File: src/rtl/mips_cpu_div_ctrl.sv
// mips_cpu_div_ctrl
// Sequencer between decode/execute and mips_cpu_divider. It accepts DIV/DIVU,
// hands the divider operand magnitudes, waits for done, restores the signs of
// quotient and remainder and writes the architectural HI/LO pair. MTHI/MTLO
// writes are handled here too, and busy stalls the pipeline while a divide is
// in flight.
// Optional build macro: DIV_DBZ_FLAG_EN adds a sticky divide-by-zero flag
// output (dbz_flag), set by a zero-divisor divide and cleared by MTLO or reset.
module mips_cpu_div_ctrl #(
    parameter int WIDTH = 32
) (
    input  logic             clk,
    input  logic             reset,
    input  logic             div_start,
    input  logic             div_signed,
    input  logic [WIDTH-1:0] rs_val,
    input  logic [WIDTH-1:0] rt_val,
    input  logic             mthi_en,
    input  logic             mtlo_en,
    input  logic [WIDTH-1:0] wr_data,
    output logic [WIDTH-1:0] hi,
    output logic [WIDTH-1:0] lo,
    output logic             busy,
    output logic             dvd_start,
    output logic [WIDTH-1:0] dvd_dividend,
    output logic [WIDTH-1:0] dvd_divisor,
    input  logic [WIDTH-1:0] dvd_quotient,
    input  logic [WIDTH-1:0] dvd_remainder,
`ifdef DIV_DBZ_FLAG_EN
    output logic             dbz_flag,
`endif
    input  logic             dvd_done,
    input  logic             dvd_dbz
);

    typedef enum logic [1:0] {
        IDLE   = 2'd0,
        LAUNCH = 2'd1,
        WAIT   = 2'd2,
        FIX    = 2'd3
    } state_t;

    state_t           state_q, state_d;
    logic [WIDTH-1:0] hi_q, hi_d;
    logic [WIDTH-1:0] lo_q, lo_d;
    logic [WIDTH-1:0] dividend_q, dividend_d;
    logic [WIDTH-1:0] divisor_q, divisor_d;
    logic [WIDTH-1:0] quot_q, quot_d;
    logic [WIDTH-1:0] rem_q, rem_d;
    logic             negQuot_q, negQuot_d;
    logic             negRem_q, negRem_d;
    logic             dbzLat_q, dbzLat_d;
    logic             busy_q, busy_d;
    logic             start_q, start_d;
`ifdef DIV_DBZ_FLAG_EN
    logic             dbzFlag_q, dbzFlag_d;
`endif

    // Two's-complement magnitude; the most negative value maps to itself,
    // which is the correct unsigned magnitude 2^(WIDTH-1).
    function automatic logic [WIDTH-1:0] magnitude(input logic [WIDTH-1:0] v);
        return v[WIDTH-1] ? -v : v;
    endfunction

    // Next-state and datapath updates for the divide sequencer and HI/LO.
    always_comb begin
        state_d    = state_q;
        hi_d       = hi_q;
        lo_d       = lo_q;
        dividend_d = dividend_q;
        divisor_d  = divisor_q;
        quot_d     = quot_q;
        rem_d      = rem_q;
        negQuot_d  = negQuot_q;
        negRem_d   = negRem_q;
        dbzLat_d   = dbzLat_q;
`ifdef DIV_DBZ_FLAG_EN
        dbzFlag_d  = dbzFlag_q;
`endif
        case (state_q)
            IDLE: begin
                if (mthi_en) begin
                    hi_d = wr_data;
                end
                if (mtlo_en) begin
                    lo_d = wr_data;
`ifdef DIV_DBZ_FLAG_EN
                    dbzFlag_d = 1'b0;
`endif
                end
                if (div_start) begin
                    negQuot_d  = div_signed & (rs_val[WIDTH-1] ^ rt_val[WIDTH-1]);
                    negRem_d   = div_signed & rs_val[WIDTH-1];
                    dividend_d = div_signed ? magnitude(rs_val) : rs_val;
                    divisor_d  = div_signed ? magnitude(rt_val) : rt_val;
                    state_d    = LAUNCH;
                end
            end
            LAUNCH: begin
                state_d = WAIT;
            end
            WAIT: begin
                if (dvd_done) begin
                    quot_d   = dvd_quotient;
                    rem_d    = dvd_remainder;
                    dbzLat_d = dvd_dbz;
                    state_d  = FIX;
                end
            end
            FIX: begin
                if (!dbzLat_q) begin
                    lo_d = negQuot_q ? -quot_q : quot_q;
                    hi_d = negRem_q ? -rem_q : rem_q;
                end
`ifdef DIV_DBZ_FLAG_EN
                else begin
                    dbzFlag_d = 1'b1;
                end
`endif
                state_d = IDLE;
            end
            default: begin
                state_d = IDLE;
            end
        endcase
        busy_d  = (state_d != IDLE);
        start_d = (state_d == LAUNCH);
    end

    // State and datapath registers with synchronous active-low reset.
    always_ff @(posedge clk) begin
        if (!reset) begin
            state_q    <= IDLE;
            hi_q       <= '0;
            lo_q       <= '0;
            dividend_q <= '0;
            divisor_q  <= '0;
            quot_q     <= '0;
            rem_q      <= '0;
            negQuot_q  <= 1'b0;
            negRem_q   <= 1'b0;
            dbzLat_q   <= 1'b0;
            busy_q     <= 1'b0;
            start_q    <= 1'b0;
`ifdef DIV_DBZ_FLAG_EN
            dbzFlag_q  <= 1'b0;
`endif
        end else begin
            state_q    <= state_d;
            hi_q       <= hi_d;
            lo_q       <= lo_d;
            dividend_q <= dividend_d;
            divisor_q  <= divisor_d;
            quot_q     <= quot_d;
            rem_q      <= rem_d;
            negQuot_q  <= negQuot_d;
            negRem_q   <= negRem_d;
            dbzLat_q   <= dbzLat_d;
            busy_q     <= busy_d;
            start_q    <= start_d;
`ifdef DIV_DBZ_FLAG_EN
            dbzFlag_q  <= dbzFlag_d;
`endif
        end
    end

    assign hi           = hi_q;
    assign lo           = lo_q;
    assign busy         = busy_q;
    assign dvd_start    = start_q;
    assign dvd_dividend = dividend_q;
    assign dvd_divisor  = divisor_q;
`ifdef DIV_DBZ_FLAG_EN
    assign dbz_flag     = dbzFlag_q;
`endif

endmodule

File: config.mk
export PLATFORM = sky130hd
export DESIGN_NAME = mips_cpu_div_ctrl
export DESIGN_NICKNAME = d
export VERILOG_FILES = /design/src/rtl/mips_cpu_div_ctrl.sv
export SDC_FILE = /design/constraint.sdc
export NUM_CORES = 1
export LEC_CHECK = 0
export CAP_MARGIN = 20
export CELL_PAD_IN_SITES_DETAIL_PLACEMENT = 1
export CELL_PAD_IN_SITES_GLOBAL_PLACEMENT = 2
export CORE_MARGIN = 4
export CORE_UTILIZATION = 27
export DETAILED_ROUTE_END_ITERATION = 8
export GPL_TIMING_DRIVEN = 0
export PLACE_DENSITY_LB_ADDON = 0.3
export SYNTH_ARGS = -nofsm -noshare
export SYNTH_HDL_FRONTEND = slang
export SYNTH_SLANG_ARGS = --single-unit
export TNS_END_PERCENT = 5
File: constraint.sdc
create_clock -name clk -period 3.1 [get_ports clk]
set_clock_uncertainty 0.15 [all_clocks]
set_input_delay 0.31 -clock clk [delete_from_list [all_inputs] [get_ports clk]]
set_output_delay 0.31 -clock clk [all_outputs]
set_load 0.005 [all_outputs]
==> impl_metrics.csv <==
group,metric,value,unit
run_status,status,"complete, no violations",
power,peakVddDrop,0.4112,mV
critical_path,worst-path-max-fanout,10,
cts,cts-htree-levels,4,
place,io_buffer_count,296,
yosys,syn_avg_cell_area,7.762,µm²
place,place_hpwl,38.44,mm
yosys,syn-instance-count,1344,
floorplan,die_h,204.6,µm
critical_path,cp_slowest_cell,"a2111oi_1",
cts,clkSinkCount,199,
place,gp_congestion,0.9021,
global_routing,grt_pass1_wl,73.31,mm
yosys,yosys_warnings,0,
detailed_routing,drtPass1Iterations,5,
floorplan,io_pins,298,
global_routing,grt_overflow,0,
floorplan,die_area,0.04185,mm²
critical_path,worstSetupPathType,"reg2reg",
critical_path,r2r-end,"hi[8]$_SDFFE_PN0P_",
global_routing,grt_use_met3,0.07124,
power,p_per_area,787.8,mW/mm²
timing,setup_viol_count_final,0,
critical_path,reg2reg_slack,0.05,ns
timing,fmax,327.4,MHz
detailed_routing,ant_nets,0,
critical_path,crit_family,"buffers and inverters",
power,p_leak,5.083,nW
timing,whs,0.2600,ns
global_routing,grt_usage,0.2271,
critical_path,max_stage_delay,0.65,ns
detailed_routing,vias_per_cell,5.323,
detailed_routing,drt-total-wl,48.49,mm
place,post-place-ws,-0.2139,ns
layout,drive_above_1_share,0.04371,
cts,cts_buffers,17,
layout,area_delta_synth_final,40.41,%
cts,clock_path_buffers,2,
timing,timing.final.crit_share,0.9852,
critical_path,path_cells,"ha_1, clkbuf_1, clkbuf_1, nor2_1, a2111oi_1, a31o_2",
timing,slew_headroom,0.2907,
timing,min_period,3.054,ns
global_routing,grt_max_degree,18,
critical_path,crit_end,"hi[8]$_SDFFE_PN0P_",
cts,cts_tree,"yes",
critical_path,path_buf_inv,2,
global_routing,antenna_found_initial,5,
critical_path,arrival,3.30,ns
floorplan,core,0.03793,mm²
job,drv_cap,0,
layout,layout.cell_area.non_filler,0.01465,mm²
yosys,async_flop_share,0,
global_routing,busiest_layer,"met2",
yosys,ys_seq_area_frac,0.3819,
critical_path,cp-end-kind,"flop",
yosys,synth_edf_count,0,
timing,rsz0062_at_grt,"true",
critical_path,path_common_cell,"clkbuf_1",
worst_hold_path,hp-class,"in2reg",
critical_path,reg2reg_depth,6,
detailed_routing,vias,11610,
cts,clkTransAtPathRegs,0.08,ns
floorplan,rows,71,
place,placed_cell_area,0.01403,mm²
layout,n_fill_cell,4632,
critical_path,r2r_start,"state_q[0]$_SDFF_PN0_",
layout,multi_input_area,0.005989,mm²
yosys,synth-main-ff-cell,"dfxtp_1",
critical_path,start_kind,"flop",
yosys,synth_area,0.01043,mm²
critical_path,crit_start,"state_q[0]$_SDFF_PN0_",
global_routing,met1_usage,0.2860,
yosys,ys_ff_latch,199,
layout,seq_area,0.003984,mm²
cts,insertion_delay,0.45,ns
global_routing,grt_pass1_vias,12211,
critical_path,worstSetupPathDepth,6,
yosys,synth_cell_types,71,
floorplan,die-width,204.6,µm
floorplan,initial_core_util,0.2750,
timing,worst_pin_slew,1.055,ns
detailed_routing,wl_per_cell,22.23,µm
critical_path,cp.required,3.35,ns
timing,hold_viol,0,
timing,maxSlewViolCount,0,
yosys,synth_nets,1519,
detailed_routing,drt-initial-drc-count,755,
cts,hold_buffers,0,
timing,setup_slack,0.04584,ns
global_routing,grtUsageMet2,0.3785,
cts,cts-root-buf,"clkbuf_16",
layout,final_nets,1833,
layout,diodes,0,
layout,utilization,0.3862,
detailed_routing,drc,0,
-- tightest hold or removal path: stages --
cell and delay [ns]:
clkdlybuf4s50_1 0.39, nand2_1 0.06, a21oi_1 0.05
-- logic make-up (layout without fill, tap and decap cells) --
| kind of cell | Yosys count | in the layout | share of synthesized area |
|---|---|---|---|
| mux | 13 | 13 | 0.01319 |
| fa+ha+maj | 7 | 7 | 0.008395 |
| simple gates | 530 | 530 | 0.2431 |
| xor+xnor | 84 | 84 | 0.07052 |
| flops | 199 | 199 | 0.3819 |
| compound gates | 387 | 387 | 0.2379 |
| buf+inv | 124 | 450 | 0.04497 |
-- layer usage --
metal | up-vias | wire, µm
li1 | 5482 | -
met1 | 5679 | 20830
met2 | 378 | 22570
met3 | 63 | 3971
met4 | 8 | 1070
met5 | - | 50
-- report_power, final --
| part | internal [mW] | total [mW] | switching (mW) |
|---|---|---|---|
| sequential | 3.26 | 3.86 | 0.599 |
| combinational | 2.36 | 5.34 | 2.97 |
| clock | 1.24 | 2.35 | 1.10 |
| total | 6.87 | 11.5 | 4.67 |
-- what timing repair did --
item,CTS,global route
cloned,0,0
resized for setup,4,7
setup endpoints to repair,33,26
setup buffers,0,0
-- cells in the final DEF, fill, tap and decap left out, types with 25 or more instances in the layout --
cell	netlist	final
a21oi_1	126	126
nand2_1	227	227
nor2_1	91	91
nand3_1	27	27
clkdlybuf4s50_1	0	296
xnor2_1	43	43
dfxtp_1	199	199
a211oi_1	31	31
o21ai_0	76	76
inv_1	27	27
a31oi_1	26	25
xor2_1	41	41
clkbuf_1	80	75
nor3_1	43	43
-- cell usage after synthesis (17+ instances only) --
master      n  share of area
nor2_1     91          0.033
or4_1      20          0.014
nand3_1    27          0.013
dfxtp_1   199           0.38
or3_1      22          0.013
a21oi_1   126          0.060
nand2_1   227          0.082
nor4_1     17          0.010
o21ai_0    76          0.036
nor3_1     43          0.021
a211oi_1   31          0.022
clkbuf_1   80          0.029
inv_1      27         0.0097
o31ai_1    20          0.014
xnor2_1    43          0.036
o211ai_1   19          0.014
a31oi_1    26          0.016
xor2_1     41          0.034
-- final cells by class --
cell class | count | share of cell area
Tap cell | 511 | 0.04365
Buffer | 95 | 0.02520
Timing Repair Buffer | 296 | 0.2023
Clock inverter | 12 | 0.009909
Multi-Input combinational cell | 1021 | 0.4089
Clock buffer | 19 | 0.03092
Sequential cell | 199 | 0.2720
Inverter | 28 | 0.007175
-- metrics by stage --
stage | setup TNS [ns] | power, mW | cells
final | 0 | 11.54 | 2181
after global routing | -0.1679 | 12.29 | 2181
after CTS | 0 | 11.61 | 2181
after detailed placement | -1.510 | 9.189 | 2151
after global placement | -1.158 | 9.115 | 2151
after floorplan | 0 | 6.397 | 1344
-- state kept, by name, indices dropped and copies added, names as in the netlist, 2 cells and up --
signal        cells
state_q           2
dvd_dividend     32
lo               32
dvd_divisor      32
rem_q            32
hi               32
quot_q           32
-- worst min path at each step --
| stage | from | endpoint | slack (ns) | cells after the start |
|---|---|---|---|---|
| after floorplan | rs_val[0] | dvd_dividend[0]$_SDFFE_PN0P_ | 0.30 | 2 |
| after global routing | dvd_quotient[21] | quot_q[21]$_SDFFE_PN0P_ | 0.25 | 3 |
| final | dvd_quotient[13] | quot_q[13]$_SDFFE_PN0P_ | 0.26 | 3 |
| after detailed placement | dvd_divisor[18]$_SDFFE_PN0P_ | dvd_divisor[18]$_SDFFE_PN0P_ | 0.30 | 2 |
| after CTS | dvd_remainder[15] | rem_q[15]$_SDFFE_PN0P_ | 0.24 | 3 |
| after global placement | dvd_divisor[18]$_SDFFE_PN0P_ | dvd_divisor[18]$_SDFFE_PN0P_ | 0.29 | 2 |
Power figures use the tool's default switching activity.
